==> src/rtl/dmem_bridge.sv <==
// Load/store bridge between the single-cycle core and a valid/ready memory bus.
// Stores are posted into a write FIFO; loads forward from it or go to the bus.
module dmem_bridge #(
  parameter int ADDR_W     = 32,
  parameter int DATA_W     = 32,
  parameter int WBUF_DEPTH = 4
) (
  input  logic              clk,
  input  logic              reset,
  input  logic [ADDR_W-1:0] memAddr,
  input  logic [DATA_W-1:0] memWriteData,
  input  logic              MemRead,
  input  logic              MemWrite,
  output logic [DATA_W-1:0] memReadData,
  output logic              stall,
  output logic              bus_req_valid,
  input  logic              bus_req_ready,
  output logic              bus_req_we,
  output logic [ADDR_W-1:0] bus_req_addr,
  output logic [DATA_W-1:0] bus_req_wdata,
  input  logic              bus_rsp_valid,
  input  logic [DATA_W-1:0] bus_rsp_data
);

  // state   | meaning
  // IDLE    | accept stores, forward loads, drain buffer in background
  // DRAIN   | load missed; flushing buffered stores before the read
  // RD_REQ  | read request on the bus
  // RD_WAIT | waiting for read response
  // RD_DONE | returning latched read data to the core for one cycle
  typedef enum logic [2:0] {IDLE, DRAIN, RD_REQ, RD_WAIT, RD_DONE} state_t;

  localparam int PTR_W = $clog2(WBUF_DEPTH);
  localparam int CNT_W = PTR_W + 1;

  state_t            state, state_nxt;
  logic [ADDR_W-1:0] wb_addr [WBUF_DEPTH];
  logic [DATA_W-1:0] wb_data [WBUF_DEPTH];
  logic [PTR_W-1:0]  wr_ptr, rd_ptr, fwd_idx;
  logic [CNT_W-1:0]  count;
  logic [ADDR_W-1:0] rd_addr;
  logic [DATA_W-1:0] rd_data, fwd_data;
  logic              full, empty, drain_en, push, pop, fwd_hit, latch_miss;

  assign full     = (count == CNT_W'(WBUF_DEPTH));
  assign empty    = (count == '0);
  assign drain_en = ((state == IDLE) || (state == DRAIN)) && !empty;
  assign pop      = drain_en && bus_req_ready;
  assign push     = MemWrite && (state == IDLE) && !full;

  // Walk oldest to youngest so the youngest matching word wins.
  always_comb begin
    fwd_hit  = 1'b0;
    fwd_data = '0;
    fwd_idx  = rd_ptr;
    for (int i = 0; i < WBUF_DEPTH; i++) begin
      fwd_idx = rd_ptr + PTR_W'(i);
      if ((CNT_W'(i) < count) && (wb_addr[fwd_idx][ADDR_W-1:2] == memAddr[ADDR_W-1:2])) begin
        fwd_hit  = 1'b1;
        fwd_data = wb_data[fwd_idx];
      end
    end
  end

  always_comb begin
    state_nxt     = state;
    stall         = 1'b0;
    latch_miss    = 1'b0;
    memReadData   = '0;
    bus_req_valid = 1'b0;
    bus_req_we    = 1'b0;
    bus_req_addr  = '0;
    bus_req_wdata = '0;
    if (drain_en) begin
      bus_req_valid = 1'b1;
      bus_req_we    = 1'b1;
      bus_req_addr  = wb_addr[rd_ptr];
      bus_req_wdata = wb_data[rd_ptr];
    end
    case (state)
      IDLE: begin
        if (MemWrite) begin
          stall = full;
        end else if (MemRead) begin
          if (fwd_hit) begin
            memReadData = fwd_data;
          end else begin
            stall      = 1'b1;
            latch_miss = 1'b1;
            state_nxt  = empty ? RD_REQ : DRAIN;
          end
        end
      end
      DRAIN: begin
        stall = 1'b1;
        if (empty || ((count == CNT_W'(1)) && pop)) state_nxt = RD_REQ;
      end
      RD_REQ: begin
        stall         = 1'b1;
        bus_req_valid = 1'b1;
        bus_req_addr  = rd_addr;
        if (bus_req_ready) state_nxt = RD_WAIT;
      end
      RD_WAIT: begin
        stall = 1'b1;
        if (bus_rsp_valid) state_nxt = RD_DONE;
      end
      RD_DONE: begin
        memReadData = rd_data;
        state_nxt   = IDLE;
      end
      default: state_nxt = IDLE;
    endcase
  end

  always_ff @(posedge clk or negedge reset) begin
    if (!reset) begin
      state   <= IDLE;
      wr_ptr  <= '0;
      rd_ptr  <= '0;
      count   <= '0;
      rd_addr <= '0;
      rd_data <= '0;
    end else begin
      state <= state_nxt;
      if (push) wr_ptr <= wr_ptr + PTR_W'(1);
      if (pop)  rd_ptr <= rd_ptr + PTR_W'(1);
      case ({push, pop})
        2'b10:   count <= count + CNT_W'(1);
        2'b01:   count <= count - CNT_W'(1);
        default: count <= count;
      endcase
      if (latch_miss) rd_addr <= memAddr;
      if ((state == RD_WAIT) && bus_rsp_valid) rd_data <= bus_rsp_data;
    end
  end

  always_ff @(posedge clk) begin
    if (push) begin
      wb_addr[wr_ptr] <= memAddr;
      wb_data[wr_ptr] <= memWriteData;
    end
  end

endmodule
==> config.mk <==
export PLATFORM = sky130hd
export DESIGN_NAME = dmem_bridge
export DESIGN_NICKNAME = d
export VERILOG_FILES = /design/src/rtl/dmem_bridge.sv
export SDC_FILE = /design/constraint.sdc
export NUM_CORES = 1
export LEC_CHECK = 0
export ABC_AREA = 1
export CORE_UTILIZATION = 23
export DETAILED_ROUTE_END_ITERATION = 12
export PLACE_DENSITY = 0.43
export SYNTH_ARGS = -nofsm -noshare
export SYNTH_HDL_FRONTEND = slang
export SYNTH_SLANG_ARGS = --single-unit
==> constraint.sdc <==
create_clock -name clk -period 5.5 [get_ports clk]
set_input_delay 1.1 -clock clk [delete_from_list [all_inputs] [get_ports clk]]
set_output_delay 1.1 -clock clk [all_outputs]
set_load 0.03 [all_outputs]
==> flow_metrics.py <==
metrics = {
    "logic_synthesis": {
        "ys_seq_elements": 330,
        "ys_warn_count": 0,
        "yosys.area_share.adder_pct": 0.526,
        "muxShareOfSynthArea_pct": 0,
        "syn-cell-area_sq_mm": 0.0214,
        "yosysMostFrequentCell": "nand2_1",
        "synthCells": 3124,
        "async_reset_ff_share_pct": 22.4,
        "synthDistinctLibCells": 31,
        "synth_common_cells": "nand2_1, nand3_1, edfxtp_1, o21ai_0, inv_1",
        "synth_top_area_share_pct": 35.9,
        "seq_area_frac_synth_pct": 44.6,
        "synth-compound-area-share_pct": 9.35,
        "synthFlopType": "edfxtp_1",
        "yosysTopAreaCell": "edfxtp_1",
        "synth_top_family_by_area": "simple AND/OR/NAND/NOR gates",
        "yosys-top-cells-area": "edfxtp_1, nand2_1, dfrtp_1, nand3_1, o21ai_0",
        "synthXorXnorAreaFrac_pct": 0.819,
        "synth_edf_count": 256,
        "syn-num-nets": 3235,
        "avgSynthCellArea_sq_um": 6.85,
        "yosys.area_share.simple_pct": 36.6,
    },
    "sta": {
        "setup_slack_ns": 0.244,
        "fmax_mhz": 190,
        "hold_viol": 0,
        "fin_skew_ns": 0.0182,
        "period_share_pct": 95.6,
        "setup_violations": 0,
        "finalCriticalPeriod_ns": 5.26,
        "slew_headroom_pct": 26.0,
        "rsz0062_at_grt": "no",
        "slew_violations": 0,
        "tightestPinTransition_ns": 1.11,
        "setup_tns_ns": 0,
    },
    "clock_network": {
        "clock_path_buffers": 3,
        "numClockSinks": 330,
        "ctsHtreeMaxLevel": 2,
        "cts_root_buf": "clkbuf_16",
        "clkTransAtPathRegs_ns": 0.06,
        "clkLatencyLatePin_ns": 0.59,
        "cts_inserted_buffers": 43,
        "cts_tree": "yes",
    },
    "placed_design": {
        "dp_hpwl_um": 56500,
        "place_congestion": 0.829,
        "port_buffers": 200,
        "dp_worst_setup_slack_ns": 0.305,
    },
    "setup_path": {
        "critPathCaptureType": "output pin",
        "cp.arrival_ns": 4.16,
        "crit_fanout": 32,
        "required_ns": 4.40,
        "start_kind": "flop",
        "path_cells": "clkinv_8, nand2_2, nand2_8, buf_4, nand2_1, nand2_1, nand2_1, nand2_1, nor2_1, nand2_1, nor2_1, nand2_1, nor2_4, nor2_1, nand2_1, nand2_2, buf_4, nor2_1, nand2_1, nand2_1, buf_4",
        "crit_top_cell": "nand2_1",
        "slowest_delay_ns": 0.57,
        "worst-setup-path-type": "flop to output pin",
        "critPathSlowestCell": "dfrtp_4",
    },
    "floorplan": {
        "die_y_um": 307,
        "die-area_sq_mm": 0.0942,
        "io_pins": 201,
        "num_rows": 111,
        "fp.dieW_um": 307,
        "core_sq_mm": 0.0919,
        "start_util_pct": 23.3,
    },
    "global_route": {
        "met3_usage_pct": 2.67,
        "grt_pass1_wl_um": 123000,
        "use_met2_pct": 28.2,
        "grt_use_met1_pct": 23.7,
        "grt.total_usage_pct": 17.3,
        "grt_max_degree": 115,
        "antenna_found_initial": 12,
        "grt_pass1_vias": 19000,
        "top_usage_layer": "met2",
        "grt_overflow": 0,
    },
    "routing": {
        "wl_per_cell_um": 18.2,
        "route.detailed.drc": 0,
        "drtIter0Drc": 1586,
        "vias": 20300,
        "ant_nets": 0,
        "routed_wl_um": 82800,
        "first_pass_iters": 6,
        "viasPerCell": 4.45,
    },
    "cells_and_area": {
        "num-fill-cells": 10200,
        "multiInputGateArea_sq_mm": 0.0102,
        "drive_above_1_share_pct": 5.84,
        "synthToLayoutAreaGrowth_pct": 23.0,
        "nets": 3384,
        "seq_area_sq_mm": 0.00955,
    },
    "status": {
        "run_status": "completed",
    },
    "power_and_ir_drop": {
        "power_density_mw_per_mm2": 572,
        "leakagePower_uw": 0.0121,
        "ir_drop_uv": 439,
    },
    "min_path": {
        "hp-class": "flop to flop",
    },
    "flow_run": {
        "cap_violations": 0,
    },
}
cell type report:
type                            count  share of cell area, %
Multi-Input combinational cell   2379                   38.8
Sequential cell                   330                   36.3
Timing Repair Buffer              269                   10.1
Tap cell                         1243                   5.91
Clock buffer                       62                   4.67
Inverter                          250                   3.62
Clock inverter                     17                  0.613
Antenna cell                        3                 0.0285
power by group:
group	total (uW)	internal, uW	switching (uW)
registers	3450	3180	267
clock network	2850	1690	1160
logic	8760	2610	6150
total	15100	7480	7570
layout by cell type (no fill, tap or decap), types with 2 or more instances in the layout:
cell type | netlist | layout
xor2_1 | 18 | 18
buf_12 | 0 | 13
bufinv_16 | 0 | 3
ha_1 | 9 | 9
o21ai_1 | 39 | 39
o21a_1 | 32 | 32
edfxtp_1 | 256 | 256
dfrtp_1 | 74 | 72
nand2_8 | 0 | 2
a21oi_1 | 35 | 35
nand4_1 | 2 | 2
nor2_4 | 3 | 10
o21ai_0 | 253 | 253
clkinv_1 | 2 | 4
nor3_1 | 3 | 3
inv_1 | 247 | 246
buf_4 | 14 | 86
a22o_1 | 2 | 2
xnor2_1 | 2 | 2
clkbuf_16 | 0 | 46
o211ai_1 | 14 | 14
dfrtp_4 | 0 | 2
clkdlybuf4s50_1 | 0 | 166
nor2_1 | 211 | 206
nor2_2 | 4 | 2
nand2_1 | 1454 | 1451
nand3_1 | 290 | 289
clkinv_2 | 0 | 9
or2_2 | 5 | 5
clkinvlp_4 | 0 | 2
diode_2 | 0 | 3
clkbuf_1 | 75 | 13
clkbuf_8 | 0 | 4
nand2_2 | 1 | 2
through the flow:
stage,utilization [%],std cells,total power [uW],cell area [sq um],hold WS (ns)
after global routing,28.6,4552,16200,26300,0.497
after floorplan,-,3124,9030,21400,0.449
final,28.6,4553,15100,26300,0.478
after CTS,28.5,4548,15100,26200,0.481
after global placement,27.0,4469,12200,24800,0.463
after detailed placement,27.0,4469,12200,24800,0.465
worst max-delay path, delay by kind of cell, from the launching register on:
family	cells	cell delay [ns]
buffers and inverters	4	0.78
DFF	1	0.57
and+or+nand+nor	17	2.19
metal layers:
layer / part of all wire (%) / routed length [um] / vias up
li1: - / - / 10300
met1: 46 / 38500 / 9464
met2: 46 / 38200 / 420
met3: 5.2 / 4310 / 95
met4: 2.0 / 1680 / 16
met5: 0.13 / 109 / -
worst paths after layout:
path | start | slack (ns) | end | depth (start not counted)
min in group asynchronous | reset | 0.58 | rd_data[26] | 1
min reg2reg | rd_data[24] | 0.48 | rd_data[24] | 2
min | rd_data[24] | 0.48 | rd_data[24] | 2
max in group asynchronous | reset | 3.81 | rd_addr[16] | 2
max reg2reg | rd_ptr[0] | 1.72 | rd_addr[31] | 17
max | rd_ptr[0] | 0.24 | memReadData[17] | 21
cell families (layout without fill, tap and decap cells):
group,count (synthesis),in the layout
buffers and inverters,415,598
other,0,3
and+or+nand+nor,1975,1975
DFF,330,330
AOI/OAI and AO/OA,375,375
xor gates and xnor gates,20,20
adders and majority gates,9,9
state kept, by name, indices dropped and copies added, names as in the netlist:
| register | count |
|---|---|
| wb_addr | 128 |
| count | 3 |
| wb_data | 128 |
| rd_ptr | 2 |
| state | 3 |
| wr_ptr | 2 |
| rd_data | 32 |
| rd_addr | 32 |
what timing repair did:
| action | 4_1_cts | 5_1_grt |
|---|---|---|
| resized for setup | 0 | 9 |
| endpoints found under the hold margin | 0 | 0 |
| buffers inserted | 0 | 1 |
| setup endpoints to repair | 0 | 32 |
| hold buffers | 0 | 0 |
Power figures use the tool's default switching activity.
